<file path="src/rtl/fpadd_issue_ctrl.sv">
// rtl/fpadd_issue_ctrl.sv - valid/ready issue control and FWFT result FIFO around a fixed-latency FP32 adder
// Optional per-operation tag path is built when FPADD_TAG_EN is defined.
module fpadd_issue_ctrl #(
    parameter int LATENCY    = 2,
    parameter int FIFO_DEPTH = 4,
    parameter int TAG_W      = 4
) (
    input  logic                        clk,
    input  logic                        reset,
    input  logic                        flush,
    input  logic                        in_valid,
    output logic                        in_ready,
    input  logic [31:0]                 in_a,
    input  logic [31:0]                 in_b,
`ifdef FPADD_TAG_EN
    input  logic [TAG_W-1:0]            in_tag,
    output logic [TAG_W-1:0]            res_tag,
`endif
    output logic [31:0]                 add_a,
    output logic [31:0]                 add_b,
    input  logic [31:0]                 add_out,
    output logic                        res_valid,
    input  logic                        res_ready,
    output logic [31:0]                 res_data,
    output logic [$clog2(FIFO_DEPTH):0] res_count,
    output logic                        idle
);
`ifdef FPADD_TAG_EN
    localparam int TAG_USE = 1;
`else
    localparam int TAG_USE = 0;
`endif
    localparam int PW = $clog2(FIFO_DEPTH);
    localparam int EW = 32 + TAG_USE * TAG_W;

    logic [LATENCY-1:0] vpipe_q, vpipe_d;
    logic [PW-1:0]      wptr_q, wptr_d;
    logic [PW-1:0]      rptr_q, rptr_d;
    logic [PW:0]        count_q, count_d;
    logic [EW-1:0]      mem_q [FIFO_DEPTH];
    logic [EW-1:0]      mem_d [FIFO_DEPTH];
    logic [EW-1:0]      push_word;
    logic [EW-1:0]      head;
    logic               acc, push, pop;
`ifdef FPADD_TAG_EN
    logic [TAG_W-1:0]   tpipe_q [LATENCY];
    logic [TAG_W-1:0]   tpipe_d [LATENCY];
`endif

    assign add_a     = in_a;
    assign add_b     = in_b;
    assign push      = vpipe_q[LATENCY-1];
    assign res_valid = (count_q != '0);
    assign pop       = res_valid & res_ready;
    assign acc       = in_valid & in_ready;
    assign head      = mem_q[rptr_q];
    assign res_data  = res_valid ? head[31:0] : 32'd0;
    assign res_count = count_q;
    assign idle      = (count_q == '0) && (vpipe_q == '0);

`ifdef FPADD_TAG_EN
    assign push_word = {tpipe_q[LATENCY-1], add_out};
    assign res_tag   = res_valid ? head[EW-1:32] : '0;
`else
    assign push_word = add_out;
`endif

    always_comb begin
        // Every in-flight op already owns a FIFO slot, so a push can never find the FIFO full.
        in_ready = !flush && ((int'(count_q) + $countones(vpipe_q)) < FIFO_DEPTH);

        vpipe_d[0] = acc;
        for (int i = 1; i < LATENCY; i++) begin
            vpipe_d[i] = vpipe_q[i-1];
        end
`ifdef FPADD_TAG_EN
        tpipe_d[0] = in_tag;
        for (int i = 1; i < LATENCY; i++) begin
            tpipe_d[i] = tpipe_q[i-1];
        end
`endif

        mem_d  = mem_q;
        wptr_d = wptr_q;
        rptr_d = rptr_q;
        if (push) begin
            mem_d[wptr_q] = push_word;
            wptr_d        = wptr_q + {{(PW-1){1'b0}}, 1'b1};
        end
        if (pop) begin
            rptr_d = rptr_q + {{(PW-1){1'b0}}, 1'b1};
        end

        count_d = count_q;
        if (push && !pop) begin
            count_d = count_q + {{PW{1'b0}}, 1'b1};
        end else if (pop && !push) begin
            count_d = count_q - {{PW{1'b0}}, 1'b1};
        end
    end

    always_ff @(posedge clk) begin
        if (reset || flush) begin
            vpipe_q <= '0;
            wptr_q  <= '0;
            rptr_q  <= '0;
            count_q <= '0;
        end else begin
            vpipe_q <= vpipe_d;
            wptr_q  <= wptr_d;
            rptr_q  <= rptr_d;
            count_q <= count_d;
        end
        // Storage is gated by count/vpipe, so its contents need no clearing.
        mem_q <= mem_d;
`ifdef FPADD_TAG_EN
        tpipe_q <= tpipe_d;
`endif
    end

endmodule

</file>
<file path="config.mk">
export PLATFORM = sky130hd
export DESIGN_NAME = fpadd_issue_ctrl
export DESIGN_NICKNAME = d
export VERILOG_FILES = /design/src/rtl/fpadd_issue_ctrl.sv
export SDC_FILE = /design/constraint.sdc
export NUM_CORES = 1
export LEC_CHECK = 0
export CAP_MARGIN = 20
export CORE_MARGIN = 1
export CORE_UTILIZATION = 49
export DETAILED_ROUTE_END_ITERATION = 10
export PLACE_DENSITY = 0.92
export SYNTH_ARGS = -nofsm -noshare
export SYNTH_HDL_FRONTEND = slang
export SYNTH_SLANG_ARGS = --single-unit
</file>
<file path="constraint.sdc">
create_clock -name clk -period 3.7 [get_ports clk]
set_clock_uncertainty 0.15 [all_clocks]
set_input_delay 0.74 -clock clk [delete_from_list [all_inputs] [get_ports clk]]
set_output_delay 0.74 -clock clk [all_outputs]
set_load 0.02 [all_outputs]
</file>
# After elaboration in Yosys (flattened, before gate mapping)
# Index checks and enable logic that the tools add are counted.
# op_classes
addsub,6
multipliers,0
div_mod_pow,0
magnitude_cmp,4
eq_ne,0
shifts,0
muxes,9
bitwise_logic,4
reduce_logical,13
# ops
cell,count
$bwmux 128,1
$mux 32,4
$bmux 32 s2,1
$demux 32 s2,1
$ge 3x3->1 const B,2
$mux 3,2
$not 2->3,2
$logic_and 1x1->1,5
$add 2x1->2 const B,2
$add 3x2->4,1
$lt 4x3->1 const B,1
$add 3x1->3 const B,1
$logic_not 1->1,3
$logic_not 3->1,1
$lt 3x1->1 const B,1
$reduce_bool 3->1,1
$sub 3x1->3 const B,1
$add 1x1->2,1
$and 1x1->1,2
$logic_not 2->1,1
$reduce_bool 2->1,1
$logic_or 1x1->1,1
# word_totals
regBits,137
latchBits,0
ram_bits,0
rom_bits,0
input_bits,101
output_inout_bits,102
n_memories,0

# Logic depth before layout (Yosys ltp)
# Gate-level depths: netlist of run 1.
# logic_depth
word_depth,6
ltp_mapped,7
depth_no_buf,7

# Least setup slack after synthesis of run 1
# OpenSTA, ideal clock, no wires.
# synth_path
path_type,flip-flop to output port
start,"register count_q[0], in the netlist res_count[0]"
end,output idle
arrival_time_ns,1.625
t_required_ns,2.810
path_slack_ns,1.185
path_stages_with_launch,4
path_cell_list,dfxtp_1 or3_1 clkbuf_1 nor3_1
# synth_via
elab_chain_cells,2
# synth_rtl
element,line_no,source
"start, declared",39,"logic [PW:0] count_q, count_d;"
"start signal, assigned",112,count_q <= count_d;
$logic_not 3->1,59,assign idle = (count_q == '0) && (vpipe_q == '0);
$logic_and 1x1->1,59,
"end, declared",26,output logic idle
# No other way between the ends.

# Worst setup path after layout of run 1
# Same ends and word-level chain as after synthesis.

==> out/qor.csv, run 1 <==
metric,value,unit
status,"finished, violations left",
violations,design-rule violations,
setup_tns,0,ps
fp.dieH,111,microns
finalHoldViolCount,0,
globalplace.congestion,0.841,
synth_top_cell_area_share,65.7,%
synth_area_leaders,"edfxtp_1, mux4_2, buf_4, and2_1, dfxtp_1",
syn-instance-count,319,
grt_max_degree,35,
async_flop_share,0,%
critPathKind,reg2out,
die-area,12400,sq um
cts_tree,built,
post_cts_buffers,0,
cts_max_level,4,
ys_seq_area_share,68.8,%
synth_seq_cells,137,
clk_path_buf_depth,2,
fin_ws,169,ps
insertion_delay,410,ps
vias,2685,
grt_pass1_vias,2846,
synth_top_area_cell,edfxtp_1,
syn-num-nets,427,
worst_ep_required_time,2810,ps
clk_pin_slew_worst_paths,60,ps
wl_per_cell,25.9,microns
detail_route.first_pass.iterations,7,
hp-start,vpipe_q[0],
p_switching,696,uW
p_comb_share,3.7,%
rows,39,
timing.slew.headroom,35.9,%
crit_start,res_count[0],
startpoint_type,flip-flop,
swShare,19.0,%
nNetsFinal,446,
cp-end-kind,output port,
cts.sinks,137,
worst_pin_slew,962,ps
portBuffers,74,
critPathMaxFanout,34,
vdd_drop_max,0.000319,V
synth_cell_types,27,
cts-resized-gates,0,
dp_slack,559,ps
drive_above_1_share,19.9,%
yosysWarningCount,0,
synthFlopType,edfxtp_1,
yosysMostFrequentCell,edfxtp_1,
ant_nets,0,
grt_pass1_wl,18800,microns
antenna_found_initial,0,
hpwlAfterDp,8790,microns
layout_min_cycle_time,3530,ps
fmax,283,MHz
fin_crit_sh,95.4,%
initial_core_util,50.8,%
core_area,11500,sq um
drc,40,
die-width,111,microns
power_density,534,nW/um^2
cap_violations,0,
area_delta_synth_final,17.3,%
seqPwrFrac,46.4,%
rsz0062_at_grt,no,
hold_path.class,reg2reg,
grt_overflow,0,
power.share.clock,49.8,%
synth_area,5850,sq um
diodes,0,
synth_edf_count,128,
p_leak,0.00223,uW
finalWirelength,12800,microns
yosys-top-cells-count,"edfxtp_1, buf_4, and2_1",
viasPerCell,5.44,
drt-initial-drc-count,173,
cts_buffers,17,
finalSetupViolCount,0,
syn_avg_cell_area,18.3,sq um
clockRootBuffer,clkbuf_16,
reg2reg_from,res_count[0],
boundaryPins,203,
grt_use_total,21.9,%
hold_buffers,0,
p_int,2970,uW
drv_slew,0,
arrival,2640,ps
-- sequential cells by signal, indices dropped and copies added (netlist names) --
register   count
res_count      3
vpipe_q        2
mem_q        128
wptr_q         2
rptr_q         2
-- through the flow --
stage | hold WS, ps | instances | power, uW | utilization [%] | area, sq um
floorplan | 308 | 319 | 1890 | - | 5850
global placement | 330 | 462 | 1870 | 53.9 | 6210
detailed placement | 346 | 462 | 1870 | 53.9 | 6210
CTS | 354 | 494 | 3690 | 59.6 | 6860
global route | 375 | 494 | 3740 | 59.6 | 6860
finish | 351 | 494 | 3660 | 59.6 | 6860
-- placed cells by master (no fill, tap or decap), types with 2 or more instances in the layout --
| master | n |
|---|---|
| mux2i_1 | 2 |
| and2_2 | 4 |
| nor2_1 | 7 |
| bufinv_16 | 5 |
| a21oi_1 | 2 |
| and2_1 | 33 |
| ha_1 | 6 |
| inv_1 | 3 |
| clkinvlp_4 | 5 |
| buf_4 | 3 |
| edfxtp_1 | 128 |
| inv_6 | 2 |
| mux4_1 | 4 |
| mux4_2 | 28 |
| or3_1 | 2 |
| clkbuf_16 | 17 |
| xor2_1 | 4 |
| dfxtp_1 | 7 |
| dfxtp_2 | 2 |
| clkdlybuf4s50_1 | 74 |
| clkinv_2 | 2 |
-- power by group through the flow --
stage          combinational [uW]  sequential, uW  clock (uW)
2_1_floorplan                 152            1730           0
3_3_place_gp                  132            1730           0
3_5_place_dp                  137            1730           0
4_1_cts                       138            1700        1850
5_1_grt                       146            1700        1900
6_report                      137            1700        1830
-- worst max-delay path: stages (launching register included) --
cell and delay [ps]:
dfxtp_1 380, or3_1 790, nor3_1 390, clkdlybuf4s50_1 670
-- final timing paths --
kind                                      to  slack (ps)  depth (start not counted)
worst max register to register  res_count[2]        1410                          7
worst max-delay path                    idle         170                          3
worst min-delay path              vpipe_q[1]         350                          1
worst min register to register    vpipe_q[1]         350                          1
-- area by class of cell --
class / count / area [sq um]
clock buffer: 17 / 425
clock inverter: 15 / 224
sequential: 137 / 4030
timing repair buffer: 77 / 763
tap: 143 / 179
fill: 823 / 4650
multi-input combinational: 102 / 1230
inverter: 3 / 11.3
-- cell families (layout without fill, tap and decap cells) --
kind of cell	count (synthesis)	after routing	synth area share, %
AOI/OAI and AO/OA	6	6	0.663
buffers and inverters	80	112	10.3
xor gates and xnor gates	5	5	0.748
muxes	34	34	12.9
and+or+nand+nor	50	50	5.02
DFF	137	137	68.8
adders and majority gates	7	7	1.62
-- metal layers --
layer	GRT usage, %	routed length [microns]	vias to the layer above
met1	21.6	4080	1345
met4	12.7	355	0
met5	0	0	-
met2	37.1	6980	133
li1	-	-	1180
met3	10.8	1400	27
No activity file was read; power rests on OpenSTA's default activity.
==> inputs of run 2 (changes only) <==
CTS_CLUSTER_DIAMETER = 100   (was default)
==> results of run 2 <==
No change in the layout: final DEF, timing and power equal those of run 1.
==> inputs of run 3 (changes only) <==
SLEW_MARGIN = 20   (was default)
==> results of run 3 <==
No change in the layout: final DEF, timing and power equal those of run 1.
==> variant 1 (settings of run 2) <==
Register the output `res_count` once more, without a reset; this adds one clock of latency there. The other outputs are not delayed to match.
--- a/src/rtl/fpadd_issue_ctrl.sv
+++ b/src/rtl/fpadd_issue_ctrl.sv
@@ -55,7 +55,9 @@
     assign acc       = in_valid & in_ready;
     assign head      = mem_q[rptr_q];
     assign res_data  = res_valid ? head[31:0] : 32'd0;
-    assign res_count = count_q;
+    always_ff @(posedge clk) begin
+        res_count <= count_q;
+    end
     assign idle      = (count_q == '0) && (vpipe_q == '0);
 
 `ifdef FPADD_TAG_EN
Formal check against the unedited RTL: not equivalent (Yosys sat finds a counterexample within 4 cycles, from zero or initial values).
==> variant 1 against run 2 <==
- critical path type unchanged
- the flow still finishes with violations (design-rule violations)
- highest routed layer unchanged
- cell area fell by 0.27%
- cell count rose by 1.2%
- global-route usage fell by 0.77 points
- worst hold slack got worse by 63 ps
- count of clock-buffer cells in the layout rose by 3
- setup slack improved by 150 ps
- sequential cell count rose by 3
- routed wire length fell by 0.88%
- area after synthesis rose by 1.0%
- power fell by 7.8%
- largest cell class unchanged
- maximum frequency rose by 4.5%
- critical endpoint is now res_data[27]
- non-clock buffer count rose by 3
- register-to-register slack got worse by 40 ps
- synthesized cell count rose by 0.94%
==> variant 1: results (changes against run 2) <==
[run_status]
outcome = finished with violations  ; unchanged
violations = design-rule violations  ; unchanged

[global_routing]
grt_use_met3_pct = 9.85  ; was 10.8%
grt_max_degree = 33  ; was 35
use_met1_pct = 19.2  ; was 21.6%
grt_pass1_vias = 2933  ; was 2846
grt_pass1_wl_um = 18400  ; was 18800 um
grt_use_met2_pct = 38.7  ; was 37.1%
grtUsageTotal_pct = 21.1  ; was 21.9%

[power_and_ir_drop]
vdd_drop_max_v = 0.000354  ; was 0.000319 V
p_leak_nw = 2.22  ; was 2.23 nW

[worst_hold_path]
holdPathStages = 0  ; was 1
holdPathEnd = res_count[2]  ; was vpipe_q[1]
holdCritStartpoint = count_q[2]  ; was vpipe_q[0]

[worst_setup_path]
cp_data_arrival_time_ps = 2490  ; was 2640 ps
r2r_slack_ps = 1370  ; was 1410 ps
rr_startpoint = count_q[0]  ; was res_count[0]
cp_slowest_cell = mux4_1  ; was or3_1
cp_max_fo = 10  ; was 34
reg2reg_to = count_q[2]  ; was res_count[2]
max_stage_delay_ps = 550  ; was 790 ps

[clock_tree]
cts_resized = 0  ; unchanged

[route]
drt_iter0_markers = 122  ; was 173
via_count = 2701  ; was 2685
drc_errors = 21  ; was 40
drt-total-wl_um = 12700  ; was 12800 um
first_pass_iters = 8  ; was 7
wl_per_cell_um = 25.4  ; was 25.9 um

[yosys]
yosys-top-cells-area = edfxtp_1 65%, mux4_2 11%, buf_4 8.1%  ; was edfxtp_1 66%, mux4_2 11%, buf_4 8.2%
syn_avg_cell_area_sq_um = 18.4  ; was 18.3 sq um
synth_nets = 430  ; was 427
netlist_top_cells_count = 128 x edfxtp_1, 64 x buf_4, 37 x and2_1  ; unchanged
synth_seq_area_share_pct = 69.1  ; was 68.8%

[timing]
relSlewSlack_pct = 38.1  ; was 35.9%

[placement]
place.gp.congestion = 0.809  ; was 0.841
dp.cells = 468  ; was 462
dpl.hpwl_um = 9020  ; was 8790 um

[final_layout]
nets = 452  ; was 446
drive_gt1_share_pct = 18.8  ; was 19.9%
fill_cells = 811  ; was 823

-- variant 1: cell types whose count changed after synthesis --
cell     delta
dfxtp_1     +3
-- variant 1: how the worst max path moves through the flow --
stage | start | to | slack [ps] | cells after the start
after CTS | rptr_q[0] | res_data[27] | 260 | 4
after global placement | rptr_q[0] | res_data[27] | 720 | 4
final | rptr_q[0] | res_data[27] | 320 | 4
after global routing | rptr_q[0] | res_data[26] | 220 | 4
after floorplan | count_q[0] | idle | 1280 | 3
after detailed placement | rptr_q[0] | res_data[27] | 720 | 4
-- variant 1: worst max-delay path, delay by kind of cell, from the launching register on --
| family | cells | cell delay [ps] |
|---|---|---|
| buffers and inverters | 2 | 810 |
| muxes | 1 | 550 |
| DFF | 1 | 540 |
| and+or+nand+nor | 1 | 180 |
-- variant 1: metal layers --
layer,routed length (um),vias to the layer above
met2,7250,125
met1,3750,1347
met4,403,0
li1,-,1204
met3,1300,25
met5,0,-
-- variant 1: per-stage QoR --
step,worst slack (ps),util (%),hold slack (ps),power [mW],instance area (sq um)
final,321,59.2,288,3.38,6840
after global routing,216,59.2,298,3.47,6840
after CTS,262,59.2,281,3.40,6840
after detailed placement,725,54.5,266,1.91,6310
after global placement,718,54.5,263,1.90,6310
after floorplan,1280,-,235,1.92,5910
-- variant 1: layout make-up --
cell class                      instances  area, sq um  area share, %
Sequential cell                       140         4090           59.7
Tap cell                              143          179           2.61
Timing Repair Buffer                   80          798           11.7
Inverter                                3         11.3          0.165
Clock buffer                           20          437           6.38
Clock inverter                         12         98.8           1.44
Multi-Input combinational cell        102         1230           18.0
-- variant 1: kinds of logic (layout without fill, tap and decap cells) --
kind of cell / after synthesis / count (layout) / synth area share, %
buf+inv: 80 / 115 / 10.2
mux: 34 / 34 / 12.8
flops: 140 / 140 / 69.1
xor+xnor: 5 / 5 / 0.741
simple gates: 50 / 50 / 4.97
fa+ha+maj: 7 / 7 / 1.61
compound gates: 6 / 6 / 0.656
-- variant 1: power by group --
group / switching (mW) / internal [mW]
logic: 0.0629 / 0.0747
registers: 0.00423 / 1.73
clock network: 0.590 / 0.915
==> variant 2 (flow settings as in run 2) <==
Made on the original files. `LATENCY`: 2 -> 4.
--- a/src/rtl/fpadd_issue_ctrl.sv
+++ b/src/rtl/fpadd_issue_ctrl.sv
@@ -1,7 +1,7 @@
 // rtl/fpadd_issue_ctrl.sv - valid/ready issue control and FWFT result FIFO around a fixed-latency FP32 adder
 // Optional per-operation tag path is built when FPADD_TAG_EN is defined.
 module fpadd_issue_ctrl #(
-    parameter int LATENCY    = 2,
+    parameter int LATENCY    = 4,
     parameter int FIFO_DEPTH = 4,
     parameter int TAG_W      = 4
 ) (
Behaviour: not the same (a bounded check fails within 4 cycles, from zero or initial values).
==> variant 2 against run 2 <==
- the run still ends with design-rule violations left
- critical path depth increased by 1
- area after synthesis increased by 1.6%
- highest routed layer unchanged
- utilization increased by 0.44 points
- synthesized cell count increased by 1.6%
- cell count increased by 1.4%
- cell area increased by 1.6%
- setup slack improved by 98 ps
- die area increased by 1.5%
- sequential cell count increased by 2
- routed wire length decreased by 1.2%
Power is not compared: it rests on default switching activity, and its combinational part moved more than twofold at a synthesized area within 25%.
==> variant 2: results (changes against run 2) <==
[run_status]
outcome = finished with violations  ; unchanged
violations = design-rule violations  ; unchanged

[placement]
dpl.hpwl_um = 8530  ; was 8790 um
post-place-ws_ps = 357  ; was 559 ps
place.gp.congestion = 0.782  ; was 0.841
placed_cell_area_sq_um = 6330  ; was 6210 sq um
portBuffers = 74  ; unchanged

[route]
first_pass_iters = 7  ; unchanged
via_count = 2770  ; was 2685
drt_iter0_markers = 156  ; was 173
drc_errors = 20  ; was 40
drt-total-wl_um = 12700  ; was 12800 um

[worst_setup_path]
cp_data_arrival_time_ps = 2540  ; was 2640 ps
r2r_slack_ps = 1370  ; was 1410 ps
cp_max_fo = 20  ; was 34

[final_layout]
largest_register = mem_q  ; unchanged
drive_gt1_share_pct = 20.4  ; was 19.9%
largest_reg_flops = 128  ; unchanged
nets = 455  ; was 446

[clock_tree]
cts_buffers = 17  ; unchanged
post_cts_buffers = 0  ; unchanged
cts_root_buf = clkbuf_16  ; unchanged
clockBufferDepth = 2  ; unchanged
clkTransAtPathRegs_ps = 60  ; about the same
cts_max_level = 4  ; unchanged

[timing]
worstMarginPinSlew_ps = 920  ; was 962 ps
whs_ps = 347  ; was 351 ps
layout_setup_ws_ps = 267  ; was 169 ps

[yosys]
synth_xor_area_share_pct = 0.737  ; was 0.748%
synth_nets = 434  ; was 427
synthAdderAreaFrac_pct = 2.15  ; was 1.62%
synth_compound_area_share_pct = 0.821  ; was 0.663%
yosys_warnings = 0  ; unchanged
yosys-top-cells-area = edfxtp_1 65%, mux4_2 11%, buf_4 8.1%  ; was edfxtp_1 66%, mux4_2 11%, buf_4 8.2%
synth.mux.area_fraction_pct = 12.7  ; was 12.9%
synth_seq_area_share_pct = 68.4  ; was 68.8%
synth_cell_types = 27  ; unchanged
async_reset_ff_share_pct = 0  ; unchanged
netlist_top_cells_count = 128 x edfxtp_1, 64 x buf_4, 39 x and2_1  ; was 128 x edfxtp_1, 64 x buf_4, 37 x and2_1

[global_routing]
grt_pass1_vias = 2898  ; was 2846
grtUsageTotal_pct = 21.0  ; was 21.9%
antenna_found_initial = 0  ; unchanged
grt_pass1_wl_um = 18500  ; was 18800 um
grt_max_degree = 33  ; was 35

[power_and_ir_drop]
p_int_mw = 2.93

[worst_hold_path]
hp-class = reg -> reg  ; unchanged

[variant 2: cell types whose count changed after synthesis, sizes merged]
cell,delta
and2,+2
dfxtp,+2
a2111oi,+1
a21oi,-1
clkbuf,-1
fa,+1
ha,+1
nor2,+1
nor2b,-1
nor3,-1
or4,+1
[variant 2: critical path, cell delays in order, from the launching register on]
cell and delay (ps):
dfxtp_2 580, buf_12 260, mux4_1 560, and2_1 190, clkdlybuf4s50_1 540
[variant 2: worst paths after layout]
check | cells after the start | from | to
setup / recovery | 4 | rptr_q[0] | res_data[0]
hold / removal | 1 | vpipe_q[2] | vpipe_q[3]
setup reg to reg | 7 | res_count[2] | res_count[2]
hold reg to reg | 1 | vpipe_q[2] | vpipe_q[3]
[variant 2: what timing repair did]
item	4_1_cts	5_1_grt
hold buffers	0	0
hold endpoints to repair	0	0
resized for setup	1	2
setup endpoints to repair	1	2
cloned	0	0
[variant 2: power groups by stage]
stage	logic [mW]	clock network, mW	registers (mW)
6_report	0.0651	1.78	1.71
3_5_place_dp	0.0648	0	1.75
2_1_floorplan	0.109	0	1.75
3_3_place_gp	0.0606	0	1.75
5_1_grt	0.0694	1.88	1.71
4_1_cts	0.0653	1.81	1.71
[variant 2: cells by family (layout without fill, tap and decap cells)]
kind of cell             Yosys count  after routing
flip-flops                       139            139
AND/OR/NAND/NOR                   52             52
AO/OA/AOI/OAI                      6              6
multiplexers                      34             34
XOR/XNOR                           5              5
buffers and inverters             79            113
adder cells (fa/ha/maj)            9              9
[variant 2: per-stage QoR]
stage,util [%],instances
3_3_place_gp,54.5,469
6_report,60.0,501
4_1_cts,60.0,501
2_1_floorplan,-,324
3_5_place_dp,54.5,469
5_1_grt,60.0,501
[variant 2: area by class of cell]
cell class,count,area (sq um)
Sequential cell,139,4070
Fill cell,834,4640
Tap cell,143,179
Multi-Input combinational cell,106,1290
Clock buffer,21,470
Inverter,3,11.3
Clock inverter,11,168
Timing Repair Buffer,78,786
[variant 2: per-layer routing]
| metal | track usage [%] | part of all wire, % |
|---|---|---|
| met1 | 21.3 | 34 |
| met5 | 0 | 0 |
| met3 | 9.83 | 9.9 |
| met4 | 10.6 | 2.3 |
| met2 | 36.2 | 54 |
